[src/rtl/gemm_pkg.sv]
// Shared GeMM result-drain types, tile geometry constants and the tile element slicer.
// The element packing index i*NumPE_N+j matches the accelerator's writeback layout.
package gemm_pkg;
  localparam int OutDataWidth  = 32;
  localparam int NumPE_M       = 4;
  localparam int NumPE_N       = 4;
  localparam int OutMemWidth   = 512;
  localparam int AddrWidth     = 16;
  localparam int SizeAddrWidth = 8;

  localparam int TileElems = NumPE_M * NumPE_N;
  localparam int LogM      = $clog2(NumPE_M);
  localparam int LogN      = $clog2(NumPE_N);
  localparam int ElemW     = $clog2(TileElems);
  localparam int MemIdxW   = $clog2(OutMemWidth);
  localparam int TileCntW  = 2 * SizeAddrWidth;

  localparam logic [ElemW-1:0] LastElem = ElemW'(TileElems - 1);

  typedef enum logic [1:0] {
    IDLE = 2'd0,
    RUN  = 2'd1,
    DONE = 2'd2
  } drain_state_e;

  // With power-of-two NumPE_N, i*NumPE_N+j is just the concatenation {i,j}.
  function automatic logic [OutDataWidth-1:0] tile_elem(input logic [OutMemWidth-1:0] word,
                                                        input logic [LogM-1:0]        i,
                                                        input logic [LogN-1:0]        j);
    logic [MemIdxW-1:0] base;
    base = MemIdxW'({i, j}) * MemIdxW'(OutDataWidth);
    return word[base +: OutDataWidth];
  endfunction
endpackage

[src/rtl/gemm_tile_buffer.sv]
// Two-slot FIFO of packed C tiles with a combinational element select on the head slot.
// The caller guarantees push only when a slot is free and pop only when non-empty.
module gemm_tile_buffer
  import gemm_pkg::*;
(
  input  logic                    clk_i,
  input  logic                    rst_i,
  input  logic                    push_i,
  input  logic [OutMemWidth-1:0]  push_data_i,
  input  logic                    pop_i,
  input  logic [ElemW-1:0]        elem_idx_i,
  output logic [1:0]              count_o,
  output logic [OutDataWidth-1:0] elem_o
);
  logic [OutMemWidth-1:0] slot_q [2];
  logic                   wr_ptr_q;
  logic                   rd_ptr_q;
  logic [1:0]             count_q;

  always_ff @(posedge clk_i or posedge rst_i) begin
    if (rst_i) begin
      slot_q[0] <= '0;
      slot_q[1] <= '0;
      wr_ptr_q  <= 1'b0;
      rd_ptr_q  <= 1'b0;
      count_q   <= 2'd0;
    end else begin
      if (push_i) begin
        slot_q[wr_ptr_q] <= push_data_i;
        wr_ptr_q         <= ~wr_ptr_q;
      end
      if (pop_i) rd_ptr_q <= ~rd_ptr_q;
      count_q <= count_q + 2'(push_i) - 2'(pop_i);
    end
  end

  assign count_o = count_q;
  assign elem_o  = tile_elem(slot_q[rd_ptr_q], elem_idx_i[ElemW-1:LogN], elem_idx_i[LogN-1:0]);
endmodule

[src/rtl/gemm_result_drain.sv]
// Streams packed C tiles from SRAM C as single elements over valid/ready, prefetching 2 tiles.
// Optional GEMM_DRAIN_COORD_EN adds out_row_o/out_col_o global coordinates of each element.
module gemm_result_drain
  import gemm_pkg::*;
(
  input  logic                     clk_i,
  input  logic                     rst_i,
  input  logic                     start_i,
  input  logic [SizeAddrWidth-1:0] M_size_i,
  input  logic [SizeAddrWidth-1:0] N_size_i,
  output logic [AddrWidth-1:0]     sram_c_addr_o,
  output logic                     sram_c_re_o,
  input  logic [OutMemWidth-1:0]   sram_c_rdata_i,
  output logic [OutDataWidth-1:0]  out_data_o,
  output logic                     out_valid_o,
  input  logic                     out_ready_i,
  output logic                     out_last_o,
  output logic                     busy_o,
  output logic                     done_o
`ifdef GEMM_DRAIN_COORD_EN
  ,
  output logic [SizeAddrWidth-1:0] out_row_o,
  output logic [SizeAddrWidth-1:0] out_col_o
`endif
);
  // Handshake: a beat moves when out_valid_o && out_ready_i; valid/data/last are
  // registered-only and hold while the consumer stalls.
  drain_state_e             state_q, state_d;
  logic [TileCntW-1:0]      total_q, issued_q, popped_q;
  logic [ElemW-1:0]         elem_q;
  logic                     rvalid_q;
  logic [SizeAddrWidth-1:0] m_tiles_in, n_tiles_in;
  logic [1:0]               count;
  logic [OutDataWidth-1:0]  head_elem;
  logic                     start_take, fire, tile_done, last_beat, issue;

  assign m_tiles_in = M_size_i >> LogM;
  assign n_tiles_in = N_size_i >> LogN;
  assign start_take = (state_q == IDLE) && start_i;

  assign out_valid_o = (state_q == RUN) && (count != 2'd0);
  assign fire        = out_valid_o && out_ready_i;
  assign tile_done   = fire && (elem_q == LastElem);
  assign last_beat   = (elem_q == LastElem) && (popped_q == total_q - TileCntW'(1));

  // A slot freed by this cycle's final-element pop may be refilled immediately.
  assign issue = (state_q == RUN) && (issued_q != total_q) &&
                 (({1'b0, count} + {2'b0, rvalid_q} - {2'b0, tile_done}) < 3'd2);

  assign sram_c_re_o   = issue;
  assign sram_c_addr_o = issue ? issued_q[AddrWidth-1:0] : '0;
  assign out_data_o    = out_valid_o ? head_elem : '0;
  assign out_last_o    = out_valid_o && last_beat;
  assign busy_o        = (state_q == RUN);
  assign done_o        = (state_q == DONE);

  always_comb begin
    state_d = state_q;
    unique case (state_q)
      IDLE: if (start_i) state_d = ((m_tiles_in == '0) || (n_tiles_in == '0)) ? DONE : RUN;
      RUN:  if (fire && last_beat) state_d = DONE;
      DONE: state_d = IDLE;
      default: state_d = IDLE;
    endcase
  end

  always_ff @(posedge clk_i or posedge rst_i) begin
    if (rst_i) begin
      state_q  <= IDLE;
      total_q  <= '0;
      issued_q <= '0;
      popped_q <= '0;
      elem_q   <= '0;
      rvalid_q <= 1'b0;
    end else begin
      state_q  <= state_d;
      rvalid_q <= issue;
      if (start_take) begin
        total_q  <= TileCntW'(m_tiles_in) * TileCntW'(n_tiles_in);
        issued_q <= '0;
        popped_q <= '0;
        elem_q   <= '0;
      end else begin
        if (issue) issued_q <= issued_q + TileCntW'(1);
        if (fire) elem_q <= elem_q + ElemW'(1);
        if (tile_done) popped_q <= popped_q + TileCntW'(1);
      end
    end
  end

  gemm_tile_buffer u_buf (
    .clk_i       (clk_i),
    .rst_i       (rst_i),
    .push_i      (rvalid_q),
    .push_data_i (sram_c_rdata_i),
    .pop_i       (tile_done),
    .elem_idx_i  (elem_q),
    .count_o     (count),
    .elem_o      (head_elem)
  );

`ifdef GEMM_DRAIN_COORD_EN
  logic [SizeAddrWidth-1:0] n_tiles_q, row_tile_q, col_tile_q;

  always_ff @(posedge clk_i or posedge rst_i) begin
    if (rst_i) begin
      n_tiles_q  <= '0;
      row_tile_q <= '0;
      col_tile_q <= '0;
    end else if (start_take) begin
      n_tiles_q  <= n_tiles_in;
      row_tile_q <= '0;
      col_tile_q <= '0;
    end else if (tile_done) begin
      if (col_tile_q == n_tiles_q - SizeAddrWidth'(1)) begin
        col_tile_q <= '0;
        row_tile_q <= row_tile_q + SizeAddrWidth'(1);
      end else begin
        col_tile_q <= col_tile_q + SizeAddrWidth'(1);
      end
    end
  end

  assign out_row_o = out_valid_o ? SizeAddrWidth'({row_tile_q, elem_q[ElemW-1:LogN]}) : '0;
  assign out_col_o = out_valid_o ? SizeAddrWidth'({col_tile_q, elem_q[LogN-1:0]}) : '0;
`endif
endmodule
[config.mk]
export PLATFORM = sky130hd
export DESIGN_NAME = gemm_result_drain
export DESIGN_NICKNAME = d
export VERILOG_FILES = /design/src/rtl/gemm_pkg.sv /design/src/rtl/gemm_tile_buffer.sv /design/src/rtl/gemm_result_drain.sv
export SDC_FILE = /design/constraint.sdc
export NUM_CORES = 2
export LEC_CHECK = 0
export BUFFER_PORTS_ARGS = -buffer_cell sky130_fd_sc_hd__buf_2
export CORE_AREA = 5 5 296 516
export CTS_CLUSTER_SIZE = 30
export DETAILED_ROUTE_END_ITERATION = 8
export DIE_AREA = 0 0 301 521
export GPL_ROUTABILITY_DRIVEN = 0
export SYNTH_ARGS = -nofsm -noshare
export SYNTH_HDL_FRONTEND = slang
export SYNTH_HIERARCHICAL = 1
export SYNTH_SLANG_ARGS = --single-unit
[constraint.sdc]
create_clock -name clk_i -period 78.1 [get_ports clk_i]
set_input_delay 11.715 -clock clk_i [delete_from_list [all_inputs] [get_ports clk_i]]
set_output_delay 11.715 -clock clk_i [all_outputs]
set_load 0.01 [all_outputs]
==> results by group <==
Status
  • Outcome: complete, no violations

Die
  • Starting Density: 0.348
  • Rows: 187
  • # IOs: 585
  • Die Y: 521 µm
  • Floorplan core area: 148000 µm²
  • DIE WIDTH: 301 µm
  • Die ar.: 157000 µm²

STA
  • Setup TNS: 0 ns
  • Max_slew headroom: 0.146
  • Final setup viols: 0
  • F_max: 0.0380 GHz
  • Skew final: 0.0627 ns
  • Final period util: 0.337
  • Max-slew violations: 0
  • Worst-Margin Slew: 1.27 ns
  • RSZ-0062 raised after global routing: no
  • Final hold violation count: 0
  • Tmin final: 26.28 ns

Power and ir drop
  • Sw Ratio: 0.381
  • Sequential share of power: 0.390
  • Comb power frac: 0.408
  • Net Sw Power: 0.975 mW
  • Power Dens Cells: 43.0 nW/µm²
  • Pleak: 26.6 nW
  • Internal power: 1.58 mW
  • Peak supply drop: 0.0232 mV
  • Clock network power share: 0.201

GRT
  • First-pass GRT wire length: 248000 µm
  • Vias in the first global route: 36200
  • Antenna violations before repair: 105
  • Gr usage total: 0.213
  • Remaining global-route overflow: 0
  • Largest net degree at the start of global routing: 171

Clock tree
  • Worst-path clk slew: 0.05 ns
  • PostCTS Resize Cnt: 0
  • CTS Sinks: 1079
  • Post-CTS Hold Buffers: 0
  • CTS Buffer Depth: 3
  • CTS root buf: clkbuf_16
  • Htree depth: 3
  • Clk_lat worst skew: 0.75 ns
  • TritonCTS Buffers: 105
  • CTS tree: done
  • Postcts setup bufs: 0

Run
  • Max Cap Viol: 0

Drt
  • Number of vias per cell: 5.26
  • Drt wl/cell: 26.4 µm
  • Vias: 33900
  • ANT nets after route: 0
  • DR iter-0 viols: 1757
  • Detailed-route DRC error count: 0
  • Total wire length: 170000 µm
  • DR pass1 iterations: 5

Finish
  • Most common cell after layout, fill and taps aside: dfrtp_1
  • Commonest non-fill, non-tap cells in the layout: 1078 x dfrtp_1, 960 x mux2_1, 580 x buf_2
  • Fillers: 14200
  • Layout cells sized above 1: 0.201
  • Design area: 59500 µm²
  • Non-filler instance count after layout: 6450
  • Nets: 4923
  • Synth-to-Final Area Change: 15.5%

Placed design
  • Dpl cell area: 55900 µm²
  • DP Cell Count: 6223
  • Final HPWL DP: 123000 µm
  • IO Port Bufs: 580

Synthesis
  • Post-synth EDFFs: 0
  • Post-synthesis cell count: 3874
  • Count of cell types in the netlist: 66
  • Ys flop type: dfrtp_1
  • Sequential cell area fraction in the yosys report: 0.525
  • Synth async-reset ratio: 1.00
  • Yosys warns: 6
  • Yosys reg bits: 1079
  • Cell Area, Synth: 51500 µm²
  • Avg Synthesized Cell Area: 13.3 µm²
  • Syn nets: 4451

Setup path
  • WP data required: 66.39 ns
  • Reg-to-reg slack, setup: 72.68 ns
  • CP max FO: 18
  • CP Launch Type: input pin
  • CP Class: in2out
  • Setup crit end kind: output pin
  • Critical Path AT: 14.57 ns

Worst hold path
  • Hold WC Path Type: reg2reg
==> stage by stage <==
stage          setup WS, ns   util  total power, mW  hold WS [ns]
2_1_floorplan         37.46      -             1.71         0.457
3_3_place_gp          51.91  0.378             2.03         0.466
3_5_place_dp          51.82  0.378             2.06         0.474
4_1_cts               51.81  0.402             2.59         0.486
5_1_grt               51.62  0.402             2.72         0.493
6_report              51.82  0.402             2.56         0.480
==> synth_stat cells, drive strengths merged (5+ instances only) <==
master / count / area share
nand3: 118 / 0.012
xnor2: 17 / 0.0029
buf: 202 / 0.024
nor3: 36 / 0.0035
nor2: 46 / 0.0034
dfrtp: 1079 / 0.52
ha: 27 / 0.0066
or4: 6 / 0.00095
inv: 36 / 0.0027
a31oi: 38 / 0.0046
nor3b: 5 / 0.00083
and4: 5 / 0.00085
clkbuf: 64 / 0.0048
nand2b: 8 / 0.00097
a22oi: 97 / 0.014
a22o: 65 / 0.011
a21oi: 115 / 0.011
and3: 23 / 0.0028
mux2: 1025 / 0.22
and2: 62 / 0.0076
a21o: 5 / 0.00073
fa: 18 / 0.0070
nand4: 9 / 0.0014
or3: 6 / 0.00073
mux2i: 519 / 0.10
xor2: 33 / 0.0056
o21ai: 14 / 0.0014
nor4: 10 / 0.0023
nand2: 150 / 0.011
==> worst max-delay path, stage by stage <==
cell	delay, ns
buf_2	0.12
inv_1	0.07
nor4_4	0.26
buf_4	0.24
ha_1	0.25
nand2b_1	0.15
fa_1	0.39
xnor2_1	0.15
and3_1	0.58
nand3_4	0.24
inv_4	0.21
buf_2	0.17
==> kinds of logic after synthesis <==
kind of cell               count (synthesis)  synth area share
DFF                                     1079             0.525
xor gates and xnor gates                  50           0.00851
AOI/OAI and AO/OA                        358            0.0471
muxes                                   1544             0.325
and+or+nand+nor                          496            0.0500
adders and majority gates                 45            0.0136
buffers and inverters                    302            0.0311
==> registers in the layout, indices dropped and copies added, names as in the netlist <==
name / cells
popped_q: 16
u_buf/rd_ptr_q: 1
u_buf/slot_q: 1024
rvalid_q: 1
u_buf/wr_ptr_q: 1
elem_q: 4
total_q: 12
state_q: 2
u_buf/count_o: 2
issued_q: 16
==> layout make-up <==
class	instances	area [µm²]	area share
Tap cell	1984	2480	0.0417
Clock buffer	153	3030	0.0509
Inverter	36	145	0.00244
Sequential cell	1079	27000	0.454
Clock inverter	37	444	0.00747
Timing Repair Buffer	631	3360	0.0565
Antenna cell	37	92.6	0.00156
Multi-Input combinational cell	2493	22900	0.385
==> power groups by stage <==
| stage | Clock [mW] | Sequential [mW] | Combinational (mW) |
|---|---|---|---|
| 3_3_place_gp | 0 | 0.994 | 1.03 |
| 3_5_place_dp | 0 | 1.01 | 1.06 |
| 4_1_cts | 0.532 | 0.998 | 1.06 |
| 6_report | 0.515 | 0.999 | 1.05 |
| 2_1_floorplan | 0 | 0.954 | 0.758 |
| 5_1_grt | 0.552 | 1.03 | 1.14 |
==> path summary, 6_finish.rpt <==
check,startpoint,cells after the start,endpoint
hold / removal,u_buf/slot_q[858],1,u_buf/slot_q[858]
min in group asynchronous,rst_i,2,popped_q[2]
setup / recovery,out_ready_i,12,sram_c_addr_o[2]
setup reg to reg,rvalid_q,6,u_buf/slot_q[723]
hold reg to reg,u_buf/slot_q[858],1,u_buf/slot_q[858]
max in group asynchronous,rst_i,6,u_buf/slot_q[812]
==> routing by layer <==
metal,GRT usage,up-vias,routed length (µm)
met5,0,-,568
met4,0.0946,90,8500
met3,0.0680,327,13200
met2,0.350,913,80100
met1,0.256,17600,67800
li1,-,15000,-
Note: power is estimated with default switching activity, not from simulation.
